--- config.mk ---
export PLATFORM = sky130hd
export DESIGN_NAME = bus_scanner
export DESIGN_NICKNAME = d
export VERILOG_FILES = /design/src/rtl/bus_scanner_pkg.sv /design/src/rtl/bus_scanner_onehot_decode.sv /design/src/rtl/bus_scanner.sv
export SDC_FILE = /design/constraint.sdc
export NUM_CORES = 1
export LEC_CHECK = 0
export BUFFER_PORTS_ARGS = -buffer_cell sky130_fd_sc_hd__buf_2
export CELL_PAD_IN_SITES_DETAIL_PLACEMENT = 0
export CELL_PAD_IN_SITES_GLOBAL_PLACEMENT = 1
export CORE_UTILIZATION = 30
export CTS_BUF_LIST = sky130_fd_sc_hd__clkbuf_8
export DETAILED_ROUTE_END_ITERATION = 10
export GPL_ROUTABILITY_DRIVEN = 1
export PLACE_DENSITY = 0.75
export SYNTH_ARGS = -nofsm -noshare
export SYNTH_HDL_FRONTEND = slang
export SYNTH_SLANG_ARGS = --single-unit
--- constraint.sdc ---
create_clock -name clk -period 3.4 [get_ports clk]
set_input_delay 0.17 -clock clk [delete_from_list [all_inputs] [get_ports clk]]
set_output_delay 0.17 -clock clk [all_outputs]
set_load 0.01 [all_outputs]
--- src/rtl/bus_scanner_pkg.sv ---
`default_nettype none
// bus_scanner_pkg: FSM state type, width helpers and mask search shared by the bus scanner.
package bus_scanner_pkg;

  typedef enum logic [1:0] {
    IDLE  = 2'd0,
    DRIVE = 2'd1,
    HOLD  = 2'd2
  } state_t;

  localparam int SETTLE_W = 4;
  localparam int MAX_SRC  = 16;

  function automatic int src_w(input int num_src);
    return (num_src > 1) ? $clog2(num_src) : 1;
  endfunction

  // First set bit at or above 'from'; returns MAX_SRC when none is found.
  function automatic logic [4:0] find_set(input logic [MAX_SRC-1:0] mask,
                                          input logic [4:0] from);
    logic [4:0] r;
    logic       found;
    r     = 5'(MAX_SRC);
    found = 1'b0;
    for (int i = 0; i < MAX_SRC; i++) begin
      if (!found && (5'(i) >= from) && mask[i]) begin
        r     = 5'(i);
        found = 1'b1;
      end
    end
    return r;
  endfunction

endpackage
`default_nettype wire

--- src/rtl/bus_scanner_onehot_decode.sv ---
`default_nettype none
// onehot_decode: index to one-hot enable vector; en low forces every bit to zero.
module onehot_decode #(
  parameter int N = 4,
  parameter int W = 2
) (
  input  logic [W-1:0] idx,
  input  logic         en,
  output logic [N-1:0] onehot
);

  for (genvar i = 0; i < N; i++) begin : g_bit
    assign onehot[i] = en && (idx == W'(i));
  end

endmodule
`default_nettype wire

--- src/rtl/bus_scanner.sv ---
`default_nettype none
// bus_scanner: enables one tri-state bus source at a time, samples it and hands it downstream.
// Optional source masking is built when BUS_SCANNER_SRC_MASK_EN is defined.
module bus_scanner
  import bus_scanner_pkg::*;
#(
  parameter int NUM_SRC = 4,
  parameter int WIDTH   = 8,
  parameter int SETTLE  = 1
) (
  input  logic                         clk,
  input  logic                         rst,
  input  logic                         start,
  input  logic                         continuous,
  input  logic [WIDTH-1:0]             bus_in,
  input  logic                         ready,
`ifdef BUS_SCANNER_SRC_MASK_EN
  input  logic [NUM_SRC-1:0]           src_mask,
`endif
  output logic [NUM_SRC-1:0]           oe,
  output logic [WIDTH-1:0]             data_out,
  output logic [src_w(NUM_SRC)-1:0]    src_id,
  output logic                         valid,
  output logic                         busy,
  output logic                         done
);

  localparam int                  SRC_W       = src_w(NUM_SRC);
  localparam logic [SRC_W-1:0]    LAST_IDX    = SRC_W'(NUM_SRC - 1);
  localparam logic [SETTLE_W-1:0] SETTLE_LAST = SETTLE_W'(SETTLE);

  state_t              state, state_nx;
  logic [SRC_W-1:0]    idx, idx_nx, src_id_nx;
  logic [SETTLE_W-1:0] cnt, cnt_nx;
  logic [WIDTH-1:0]    data_nx;
  logic                valid_nx, done_nx, oe_en;
  logic [NUM_SRC-1:0]  oe_nx;

  logic                start_ok, has_next, can_wrap;
  logic [SRC_W-1:0]    first_idx, next_idx, wrap_idx;

`ifdef BUS_SCANNER_SRC_MASK_EN
  logic [NUM_SRC-1:0]  mask, mask_nx;
  logic [4:0]          nxt_raw, first_raw;

  // Within a pass the stored mask steers the walk; the live mask is only used at start/wrap.
  always_comb begin
    nxt_raw   = find_set(MAX_SRC'(mask), 5'(idx) + 5'd1);
    first_raw = find_set(MAX_SRC'(src_mask), 5'd0);
  end

  assign start_ok  = |src_mask;
  assign has_next  = (nxt_raw < 5'(NUM_SRC));
  assign next_idx  = SRC_W'(nxt_raw);
  assign can_wrap  = continuous && (|src_mask);
  assign first_idx = SRC_W'(first_raw);
  assign wrap_idx  = SRC_W'(first_raw);
`else
  assign start_ok  = 1'b1;
  assign has_next  = (idx != LAST_IDX);
  assign next_idx  = idx + SRC_W'(1);
  assign can_wrap  = continuous;
  assign first_idx = '0;
  assign wrap_idx  = '0;
`endif

  always_comb begin
    state_nx  = state;
    idx_nx    = idx;
    cnt_nx    = cnt;
    data_nx   = data_out;
    src_id_nx = src_id;
    valid_nx  = valid;
    done_nx   = 1'b0;
`ifdef BUS_SCANNER_SRC_MASK_EN
    mask_nx   = mask;
`endif
    case (state)
      IDLE: begin
        if (start && start_ok) begin
          state_nx = DRIVE;
          idx_nx   = first_idx;
          cnt_nx   = '0;
`ifdef BUS_SCANNER_SRC_MASK_EN
          mask_nx  = src_mask;
`endif
        end
      end
      DRIVE: begin
        if (cnt == SETTLE_LAST) begin
          data_nx   = bus_in;
          src_id_nx = idx;
          valid_nx  = 1'b1;
          cnt_nx    = '0;
          state_nx  = HOLD;
        end else begin
          cnt_nx = cnt + SETTLE_W'(1);
        end
      end
      HOLD: begin
        if (ready) begin
          valid_nx = 1'b0;
          if (has_next) begin
            idx_nx   = next_idx;
            state_nx = DRIVE;
          end else if (can_wrap) begin
            idx_nx   = wrap_idx;
            state_nx = DRIVE;
`ifdef BUS_SCANNER_SRC_MASK_EN
            mask_nx  = src_mask;
`endif
          end else begin
            idx_nx   = '0;
            state_nx = IDLE;
            done_nx  = 1'b1;
          end
        end
      end
      default: state_nx = IDLE;
    endcase
  end

  // oe is registered from the next state so it never glitches and drops on the sampling edge.
  assign oe_en = (state_nx == DRIVE);

  onehot_decode #(
    .N (NUM_SRC),
    .W (SRC_W)
  ) u_onehot_decode (
    .idx    (idx_nx),
    .en     (oe_en),
    .onehot (oe_nx)
  );

  always_ff @(posedge clk) begin
    if (rst) begin
      state    <= IDLE;
      idx      <= '0;
      cnt      <= '0;
      data_out <= '0;
      src_id   <= '0;
      valid    <= 1'b0;
      done     <= 1'b0;
      oe       <= '0;
`ifdef BUS_SCANNER_SRC_MASK_EN
      mask     <= '0;
`endif
    end else begin
      state    <= state_nx;
      idx      <= idx_nx;
      cnt      <= cnt_nx;
      data_out <= data_nx;
      src_id   <= src_id_nx;
      valid    <= valid_nx;
      done     <= done_nx;
      oe       <= oe_nx;
`ifdef BUS_SCANNER_SRC_MASK_EN
      mask     <= mask_nx;
`endif
    end
  end

  assign busy = (state != IDLE);

endmodule
`default_nettype wire

# Word level (Yosys, flattened, before mapping)
# Index checks and enable logic that the tools add are counted.
# totals
regBits	24
# op_classes
bitwise_logic	2
n_eq_ne	11
n_reduce_logical	13
muxes	17
add_sub_neg	2
# ops
op	count
2-bit two-way mux	6
4-bit two-way mux	2
2-bit inequality test (second input constant)	4
4-bit one-hot mux with 2 select lines	1
2-bit by 1-bit equality test with 1-bit output (second input constant)	3
2-bit equality test (second input constant)	3
2-bit one-hot mux with 3 select lines	1
2-bit nonzero test	3
1-bit two-way mux	5
4-bit by 1-bit adder with 4-bit output (second input constant)	1
4-bit by 1-bit equality test with 1-bit output (second input constant)	1
1-bit logical AND	4
2-bit zero test	2
2-bit one-hot mux with 2 select lines	1
2-bit AND reduction	2
4-bit OR reduction	1
3-bit AND reduction	1
2-bit by 1-bit adder with 2-bit output (second input constant)	1
1-bit NOT	2
1-bit one-hot mux with 2 select lines	1

# Depth between registers and ports, before layout
# Gate-level depths: netlist (run 1).
# logic_depth
ltp_word	6
ltp_mapped	7
ltp_nobuf	6

# Hierarchy
# Synthesis (run 1) repeated with hierarchy kept, for this count alone.
# unflattened
hier_cells	102
hier_area_um2	1046.0
# modules_own_cells
module	area_per_inst_um2	cells_per_inst	instances
bus_scanner	1008.5	98	1
onehot_decode	37.5	4	1

# Worst setup path before layout (run 1)
# Ideal clock, no wire load.
# synth_path
kind	flip-flop to flip-flop
startpoint	reg cnt[0]
endpoint	reg data_out[0]
synth_period_minus_slack_ns	1.388
t_required_ns	3.272
setup_slack_ns	2.012
arrival_ns	1.260
path_stages_with_launch	7
path_cell_list	dfxtp_1 > ha_1 > nor3b_4 > nand3_4 > buf_6 > mux2i_1 > nor2_1
# synth_via
elab_chain_len	2
# synth_lines
element	line_no	text
start: declaration	bus_scanner.sv:34	logic [SETTLE_W-1:0] cnt, cnt_nx;
start signal: assignment	bus_scanner.sv:151	cnt <= cnt_nx;
4-bit by 1-bit equality test with 1-bit output	bus_scanner.sv:90	if (cnt == SETTLE_LAST) begin
2-bit AND reduction (no line)	n/a	
end signal: assignment	bus_scanner.sv:152	data_out <= data_nx;
end: declaration	bus_scanner.sv:21	output logic [WIDTH-1:0] data_out,
# Every way passes these cells.
# A chain may end at the register's enable or synchronous reset.

# Final worst setup path (run 1)
# layout_path
startpoint	reg cnt[0]
endpoint	reg data_out[1]
# The elaborated chain is that of the path after synthesis.

==> out/qor.log, run 1 <==
[placement] Final HPWL DP 1440 um
[logic_synthesis] share of synthesized flip-flops with an asynchronous set or reset 0%
[die] Die Area 0.00368 sq mm
[critical_path] Critical Path Sink Type flop
[critical_path] kind of start point of the critical path flop
[sta] Max Fclk 646 MHz
[drt] routed vias 830
[logic_synthesis] share of the yosys chip area belonging to registers 46.5%
[hold_path] type of the most critical hold path in2reg
[logic_synthesis] number of enable flip-flop cells after synthesis 0
[grt] first-pass GRT wire length 3430 um
[die] effective utilization at floorplan 32.7%
[drt] post-DR vias/cell 4.64
[sta] setup repair after global routing missed its margin false
[critical_path] Crit Path Class reg2reg
[logic_synthesis] cell area after synthesis 0.00103 sq mm
[pwr] fraction of power consumed by the clock network 35.3%
[logic_synthesis] Post-Syn Nets 123
[sta] Finish-stage setup viols 0
[critical_path] largest driver fanout on the critical path 13
[logic_synthesis] number of distinct library cells after synthesis 33
[logic_synthesis] post-synthesis sequential element count 24
[drt] routed length on met2 839 um
[logic_synthesis] cell types occupying the most area after synthesis dfxtp_1 47%, mux2i_1 9.7%, nor2_1 7.3%, ha_1 3.6%, a21oi_1 2.9%
[pwr] portion of total power attributed to sequential cells 54.7%
[die] Core Footprint 0.00315 sq mm
[pwr] Logic pwr share 10.1%
[drt] antenna-violating nets left 0
[sta] final sum of negative setup slack 0 ns
[cells_and_area] area growth from synthesis to final layout 21.9%
[die] cell row count 20
[sta] min Tclk post-route 1.55 ns
[sta] Worst Clk Skew 0.00912 ns
[run] Max-cap violations 0
[clock_network] TritonCTS clock tree done
[die] die outline width 60.7 um
[critical_path] endpoint required time on the critical path 3.55 ns
[clock_network] post-CTS repair timing setup buffer count 0
[pwr] net switching share of the total power 23.1%
[pwr] power density cells 432 mW/mm^2
[placement] count of buffers inserted at the top-level ports 29
[cells_and_area] number of antenna repair diodes 0
[cells_and_area] filler instances 337
[pwr] power consumption 0.543 mW
[clock_network] buffer depth of the longest clock path 2
[drt] Final Routed Wirelength 2000 um
[drt] total routed wire length on the met1 layer 1020 um
[sta] final cycle utilization of the critical path 45.5%
[logic_synthesis] Syn Area/Cell 9.65 sq um
[cells_and_area] share of post-route cells with drive strength above 1 27.4%
[cells_and_area] final net count 152
[pwr] net switching power 0.126 mW
[sta] headroom to the max-slew limit 67.8%
[clock_network] total clock buffers created by CTS 3
[critical_path] worst endpoint data arrival time 1.70 ns
[clock_network] insertion delay to the later sink of the worst-skew pair 0.27 ns
[cells_and_area] Final Util 39.9%
[clock_network] cells resized by post-CTS repair 0
[drt] highest routed layer met4
[sta] Worst-Margin Slew 0.482 ns
[drt] total DRC errors in the routed layout 0
[drt] Met3 Routed Length 121 um
[drt] Wirelength per Cell 11.2 um
[logic_synthesis] dominant synthesized flop cell dfxtp_1
[clock_network] root buffer cell clkbuf_8
[grt] largest net degree at the start of global routing 20
[grt] all-layer global routing usage 12.7%
[sta] max-slew violations 0
[drt] TritonRoute pass-1 iters 4
[grt] aggregate global routing overflow 0
[grt] vias in the first global route 764
[sta] number of endpoints with negative hold slack in the final report 0
[die] total I/O pin count 30
[clock_network] clock transition time at the flip-flop clock pins of the worst setup and hold paths 0.09 ns
[drt] violation count after the first detailed-routing iteration 14
[die] Die Height 60.7 um
[pwr] Max rail drop VDD 0.131 mV
[grt] antenna violations before repair 0
[outcome] run status finished, final reports clean
[clock_network] TritonCTS Sinks 24
[placement] gpl congestion 0.758
[logic_synthesis] cell type with the largest total area after synthesis dfxtp_1
[pwr] internal power of the cells 0.418 mW
[clock_network] hold-fix buffer count after cts 0
[clock_network] maximum level of the CTS H-tree 1
[pwr] leak pwr 0.623 nW
[logic_synthesis] synth warn 0
[logic_synthesis] cell count after synthesis 107
[logic_synthesis] portion of synthesized cell area occupied by the leading cell type 46.5%
-- worst max-delay path, cell delays in order (launching register included) --
cell     delay, ns
dfxtp_1       0.41
ha_1          0.20
nor3b_4       0.28
nand3_4       0.25
mux2i_1       0.23
nor2_1        0.06
-- cell usage in the layout, fill, tap and decap left out, drive strengths merged, types with 2 or more instances in the layout --
cell type,n
nor3b,2
nor2,20
inv,3
a21oi,6
and2,2
nand2,4
buf,29
nand3,2
nor3,2
dfxtp,24
and3,2
nand2b,3
mux2i,10
clkbuf,4
nor4b,2
ha,3
xnor2,2
o21ai,2
nor2b,3
-- power by group through the flow --
stage	registers (mW)	clock network, mW	logic (mW)
floorplan	0.301	0	0.0394
global placement	0.303	0	0.0544
detailed placement	0.304	0	0.0554
CTS	0.297	0.199	0.0557
global route	0.299	0.212	0.0615
finish	0.297	0.192	0.0546
-- layer usage --
layer | up-vias | GRT usage [%]
li1 | 421 | -
met1 | 379 | 17.0
met2 | 26 | 19.3
met3 | 4 | 3.20
met4 | 0 | 5.84
met5 | - | 0
-- path summary, 6_finish.rpt --
path                from          end  slack [ns]  cells after the start
max               cnt[0]  data_out[1]        1.85                      5
min            bus_in[0]  data_out[0]        0.13                      3
max reg2reg       cnt[0]  data_out[1]        1.85                      5
min reg2reg  data_out[4]  data_out[4]        0.50                      2
-- sequential cells by signal, indices dropped and copies added (netlist names) --
register	count
done	1
state	2
idx	2
oe	4
src_id	2
cnt	4
data_out	8
valid	1
-- cell usage after synthesis, drive strengths merged, types with 3 or more instances --
master,n
a21oi,6
mux2i,10
inv,3
nor2b,3
buf,4
nand2,4
dfxtp,24
nand2b,3
nor2,20
ha,3
-- through the flow --
stage / std cells / hold WS (ns) / setup WS (ns) / instance area (sq um)
6_report: 179 / 0.131 / 1.85 / 1260
5_1_grt: 179 / 0.132 / 1.72 / 1260
4_1_cts: 179 / 0.128 / 1.83 / 1260
3_5_place_dp: 175 / 0.411 / 1.86 / 1200
3_3_place_gp: 175 / 0.399 / 1.92 / 1200
2_1_floorplan: 107 / 0.314 / 2.01 / 1030
-- cell families (layout without fill, tap and decap cells) --
kind of cell | count (synthesis) | count (layout) | synth area share, %
AO/OA/AOI/OAI | 13 | 13 | 8.85
XOR/XNOR | 2 | 2 | 1.70
adder cells (fa/ha/maj) | 3 | 3 | 3.64
buffers and inverters | 8 | 36 | 3.88
flip-flops | 24 | 24 | 46.5
multiplexers | 10 | 10 | 9.70
AND/OR/NAND/NOR | 47 | 47 | 25.7
-- cell type report --
type	instances	area (sq um)	share of cell area (%)
Clock buffer	4	55.1	4.37
Tap cell	44	55.1	4.37
Timing Repair Buffer	29	145	11.5
Sequential cell	24	480	38.2
Multi-Input combinational cell	75	512	40.7
Inverter	3	11.3	0.895
(Power assumes the default switching activity.)
==> run 2: changes to the inputs <==
clock period = 1.6 ns   (was 3.4 ns; I/O delays follow)
==> run 2 against run 1 <==
  * Core utilization increased by 0.40 points
  * Critical endpoint is now data_out[4]
  * Critical path type unchanged
  * Cell area is 0.99% higher
  * Global-route usage decreased by 0.93 points
  * Clock skew down 0.0047 ns
  * Power grew 100%
  * Maximum frequency rose by 2.0%
  * Largest power group unchanged
  * Flip-flop and latch count is the same
==> out/qor.log, run 2 (same netlist as run 1, synthesis figures left out) <==
[outcome] run status finished, final reports clean
[placement] pre-CTS worst setup slack 0.0692 ns
[critical_path] logic depth of the worst register-to-register path 6
[critical_path] crit path from cnt[1]
[pwr] power density cells 863 mW/mm^2
[cells_and_area] most common cell after layout, fill and taps aside buf_2
[cells_and_area] most frequent cells in the layout 29 x buf_2, 23 x dfxtp_1, 20 x nor2_1
[sta] worst hold slack 0.0543 ns
[critical_path] kind of start point of the critical path flop
[pwr] leak pwr 0.627 nW
[placement] gpl congestion 0.739
[cells_and_area] Largest register FFs 8
[hold_path] number of cells on the worst hold path 3
[grt] vias in the first global route 748
[die] Die Area 0.00368 sq mm
[die] effective utilization at floorplan 32.7%
[critical_path] Critical Path Sink Type flop
[sta] max-slew violations 0
[hold_path] type of the most critical hold path in2reg
[drt] post-DR vias/cell 4.66
[cells_and_area] share of post-route cells with drive strength above 1 29.2%
[die] Die Height 60.7 um
[sta] number of endpoints with negative hold slack in the final report 0
[grt] largest net degree at the start of global routing 20
[drt] Final Routed Wirelength 2030 um
[drt] total DRC errors in the routed layout 0
[clock_network] TritonCTS Sinks 24
[cells_and_area] final net count 155
[cells_and_area] Top reg by flops data_out
[drt] total routed wire length on the met1 layer 986 um
[drt] violation count after the first detailed-routing iteration 23
[clock_network] insertion delay to the later sink of the worst-skew pair 0.26 ns
[drt] Wirelength per Cell 11.2 um
[clock_network] maximum level of the CTS H-tree 1
[drt] Met3 Routed Length 120 um
[die] total I/O pin count 30
[sta] minimum setup slack in the final design 0.0831 ns
[clock_network] TritonCTS clock tree done
[drt] routed length on met2 905 um
[pwr] Max rail drop VDD 0.302 mV
[clock_network] clock transition time at the flip-flop clock pins of the worst setup and hold paths 0.08 ns
[clock_network] root buffer cell clkbuf_8
[critical_path] endpoint required time on the critical path 1.74 ns
[placement] dpl cells 176
[die] die outline width 60.7 um
[cells_and_area] number of antenna repair diodes 0
[sta] final sum of negative setup slack 0 ns
[sta] Finish-stage setup viols 0
[clock_network] buffer depth of the longest clock path 2
[grt] all-layer global routing usage 11.8%
[grt] aggregate global routing overflow 0
[critical_path] r2r startpoint cnt[1]
[critical_path] largest driver fanout on the critical path 6
[sta] setup repair after global routing missed its margin true
[critical_path] cell-by-cell trace of the critical path inv_1 > ha_1 > nor3b_4 > nand3_2 > mux2i_1 > nor2_1
[sta] headroom to the max-slew limit 66.5%
[critical_path] critical-path cell with the highest stage delay dfxtp_1
[die] Core Footprint 0.00315 sq mm
[run] Max-cap violations 0
[drt] TritonRoute pass-1 iters 4
[grt] first-pass GRT wire length 3190 um
[placement] Final HPWL DP 1430 um
[critical_path] worst endpoint data arrival time 1.66 ns
[die] cell row count 20
[sta] Max Fclk 659 MHz
[critical_path] Crit Path Class reg2reg
[drt] highest routed layer met4
[drt] antenna-violating nets left 0
[critical_path] highest cell delay on the worst timing path 0.34 ns
[sta] final cycle utilization of the critical path 94.8%
[sta] Worst-Margin Slew 0.501 ns
[hold_path] critical hold path startpoint bus_in[7]
[cells_and_area] area growth from synthesis to final layout 23.2%
[cells_and_area] final cell count without fillers 181
[clock_network] hold-fix buffer count after cts 0
[sta] Worst Clk Skew 0.00442 ns
[placement] count of buffers inserted at the top-level ports 29
[sta] min Tclk post-route 1.52 ns
[drt] routed vias 844
[grt] antenna violations before repair 0
[cells_and_area] biggest regs data_out x8, cnt x4, oe x4
[clock_network] total clock buffers created by CTS 3
-- run 2: changes by cell type in the layout (fill, tap and decap cells not counted), sizes merged --
cell | before | now
nand3 | 2 | 3
clkbuf | 4 | 3
buf | 29 | 31
-- run 2: per-stage QoR --
stage	power, mW	util (%)	area, sq um
after floorplan	0.723	-	1030
after global placement	0.763	38.4	1210
after detailed placement	0.765	38.4	1210
after CTS	1.11	39.7	1250
after global routing	1.16	40.3	1270
final	1.10	40.3	1270
-- run 2: repair_timing --
item,4_1_cts,5_1_grt
resized for setup,0,1
endpoints found under the setup margin,0,10
setup buffers,0,1
-- run 2: final cells by class --
type	count	area, sq um
repair buffers	31	160
inverters	3	11.3
fillers	345	1880
multi-input cells	76	522
well taps	44	55.1
flip-flops and latches	24	482
clock buffers	3	41.3
-- run 2: worst paths after layout --
check                                   end  slack, ns
worst min-delay path            data_out[7]       0.05
worst min register to register  data_out[4]       0.50
worst max-delay path            data_out[4]       0.08
worst max register to register  data_out[4]       0.08
-- run 2: routing by layer --
metal	vias to the layer above	GRT usage [%]
met1	383	15.2
met3	2	3.20
li1	431	-
met4	0	4.87
met5	-	0
met2	28	18.7
-- run 2: worst max-delay path: cells and delay by family (launching register included) --
| kind | cells | cell delay [ns] |
|---|---|---|
| buf+inv | 1 | 0.06 |
| simple gates | 3 | 0.62 |
| flops | 1 | 0.34 |
| fa+ha+maj | 1 | 0.16 |
| mux | 1 | 0.22 |
-- run 2: power by group --
group	leakage (nW)	switching, mW	internal, mW
logic	0.411	0.0645	0.0615
registers	0.195	0.0193	0.612
clock network	0.0216	0.172	0.168
==> run 3: changes to the inputs <==
SETUP_SLACK_MARGIN = 0.15   (was unset)
==> run 3 against run 2 <==
  * Global-route usage increased by 0.58 points
  * Clock skew about the same
  * Worst hold slack got worse by 0.00083 ns
  * Register-to-register slack improved by 0.11 ns
  * Flip-flop and latch count unchanged
  * Critical path type unchanged
==> out/qor.log, run 3 (same netlist as run 1, synthesis figures left out) <==
[grt] largest net degree at the start of global routing 20
[cells_and_area] Top reg by flops data_out
[critical_path] worst endpoint data arrival time 1.55 ns
[die] Die Height 60.7 um
[cells_and_area] final net count 157
[sta] Worst-Margin Slew 0.372 ns
[drt] Wirelength per Cell 11.4 um
[die] effective utilization at floorplan 32.7%
[cells_and_area] filler instances 343
[sta] final sum of negative setup slack 0 ns
[cells_and_area] Largest register FFs 8
[cells_and_area] number of antenna repair diodes 0
[sta] Finish-stage setup viols 0
[cells_and_area] Final Instance Area 0.00133 sq mm
[outcome] run status finished, final reports clean
[sta] max-slew violations 0
[grt] antenna violations before repair 0
[die] die outline width 60.7 um
[sta] Worst Clk Skew 0.00456 ns
[clock_network] total clock buffers created by CTS 3
[cells_and_area] flip-flop and latch area 492 sq um
[grt] aggregate global routing overflow 0
[critical_path] flop-to-flop setup slack 0.19 ns
[pwr] Max rail drop VDD 0.303 mV
[cells_and_area] biggest regs data_out x8, cnt x4, oe x4
[die] Die Area 0.00368 sq mm
[sta] number of endpoints with negative hold slack in the final report 0
[placement] count of buffers inserted at the top-level ports 29
[sta] min Tclk post-route 1.41 ns
[drt] violation count after the first detailed-routing iteration 20
[die] cell row count 20
[critical_path] kind of start point of the critical path flop
[cells_and_area] area of the multi-input gates 554 sq um
[sta] setup repair after global routing missed its margin true
[critical_path] endpoint required time on the critical path 1.74 ns
[hold_path] type of the most critical hold path in2reg
[sta] final cycle utilization of the critical path 87.9%
[clock_network] TritonCTS clock tree done
[die] total I/O pin count 30
[placement] cell area reported after detailed placement 0.00121 sq mm
[die] Core Footprint 0.00315 sq mm
[drt] antenna-violating nets left 0
[drt] routed vias 864
[cells_and_area] area growth from synthesis to final layout 29.1%
[grt] all-layer global routing usage 12.4%
[sta] headroom to the max-slew limit 75.2%
[pwr] power density cells 835 mW/mm^2
[critical_path] Crit Path Class reg2reg
[pwr] leak pwr 0.639 nW
[drt] TritonRoute pass-1 iters 4
[placement] Final HPWL DP 1430 um
[run] Max-cap violations 0
[clock_network] clock transition time at the flip-flop clock pins of the worst setup and hold paths 0.08 ns
[cells_and_area] most frequent cells in the layout 29 x buf_2, 20 x nor2_1, 19 x dfxtp_1
[cells_and_area] most common cell after layout, fill and taps aside buf_2
[placement] gpl congestion 0.739
[critical_path] Critical Path Sink Type flop
[grt] vias in the first global route 778
[grt] first-pass GRT wire length 3350 um
[clock_network] TritonCTS Sinks 24
[clock_network] insertion delay to the later sink of the worst-skew pair 0.26 ns
[sta] Max Fclk 711 MHz
[clock_network] maximum level of the CTS H-tree 1
[critical_path] largest driver fanout on the critical path 6
[drt] Final Routed Wirelength 2090 um
[drt] total DRC errors in the routed layout 0
[cells_and_area] share of post-route cells with drive strength above 1 35.3%
[drt] post-DR vias/cell 4.72
[clock_network] buffer depth of the longest clock path 2
[clock_network] root buffer cell clkbuf_8
==> run 3: per-stage QoR <==
stage               util [%]  hold WS (ns)  total power, mW  setup slack [ns]  instances
CTS                     41.0        0.0496             1.12             0.127        182
detailed placement      38.4         0.318            0.765            0.0692        176
global route            42.3        0.0565             1.17            0.0904        183
finish                  42.3        0.0534             1.11             0.194        183
floorplan                  -         0.224            0.723             0.212        107
global placement        38.4         0.309            0.763             0.121        176
==> run 3: repair_timing <==
action,4_1_cts,5_1_grt
pin swaps,1,4
buffers inserted,2,1
endpoints found under the setup margin,12,19
hold buffers,0,0
gates cloned,1,0
gates resized for setup,4,9
==> run 3: final cells by class <==
type | instances | area share (%)
Clock buffer | 3 | 3.10
Inverter | 3 | 0.845
Multi-Input combinational cell | 76 | 41.6
Sequential cell | 24 | 36.9
Tap cell | 44 | 4.13
Timing Repair Buffer | 33 | 13.4
==> run 3: power breakdown <==
part	internal, mW	switching, mW	leakage, nW	total [mW]
Sequential	0.611	0.0217	0.197	0.633
Clock	0.168	0.172	0.0216	0.339
Combinational	0.0719	0.0679	0.420	0.140
Total	0.851	0.261	0.639	1.11
==> run 3: worst paths after layout <==
| path | from | to | cells after the start |
|---|---|---|---|
| hold / removal | bus_in[5] | data_out[5] | 3 |
| setup / recovery | cnt[1] | data_out[4] | 7 |
| setup reg to reg | cnt[1] | data_out[4] | 7 |
| hold reg to reg | data_out[4] | data_out[4] | 2 |
==> run 3: worst max-delay path, stage by stage (launching register included) <==
cell and delay [ns]:
dfxtp_2 0.34, inv_2 0.06, ha_4 0.13, nor3b_4 0.28
buf_6 0.15, nand3_4 0.11, mux2i_1 0.17, nor2_1 0.05
==> run 3: layer usage <==
layer / global-route usage, % / up-vias / part of all wire [%]
li1: - / 432 / -
met1: 16.1 / 404 / 48
met4: 4.87 / 0 / 0.72
met3: 3.20 / 2 / 5.9
met2: 19.6 / 26 / 45
met5: 0 / - / 0
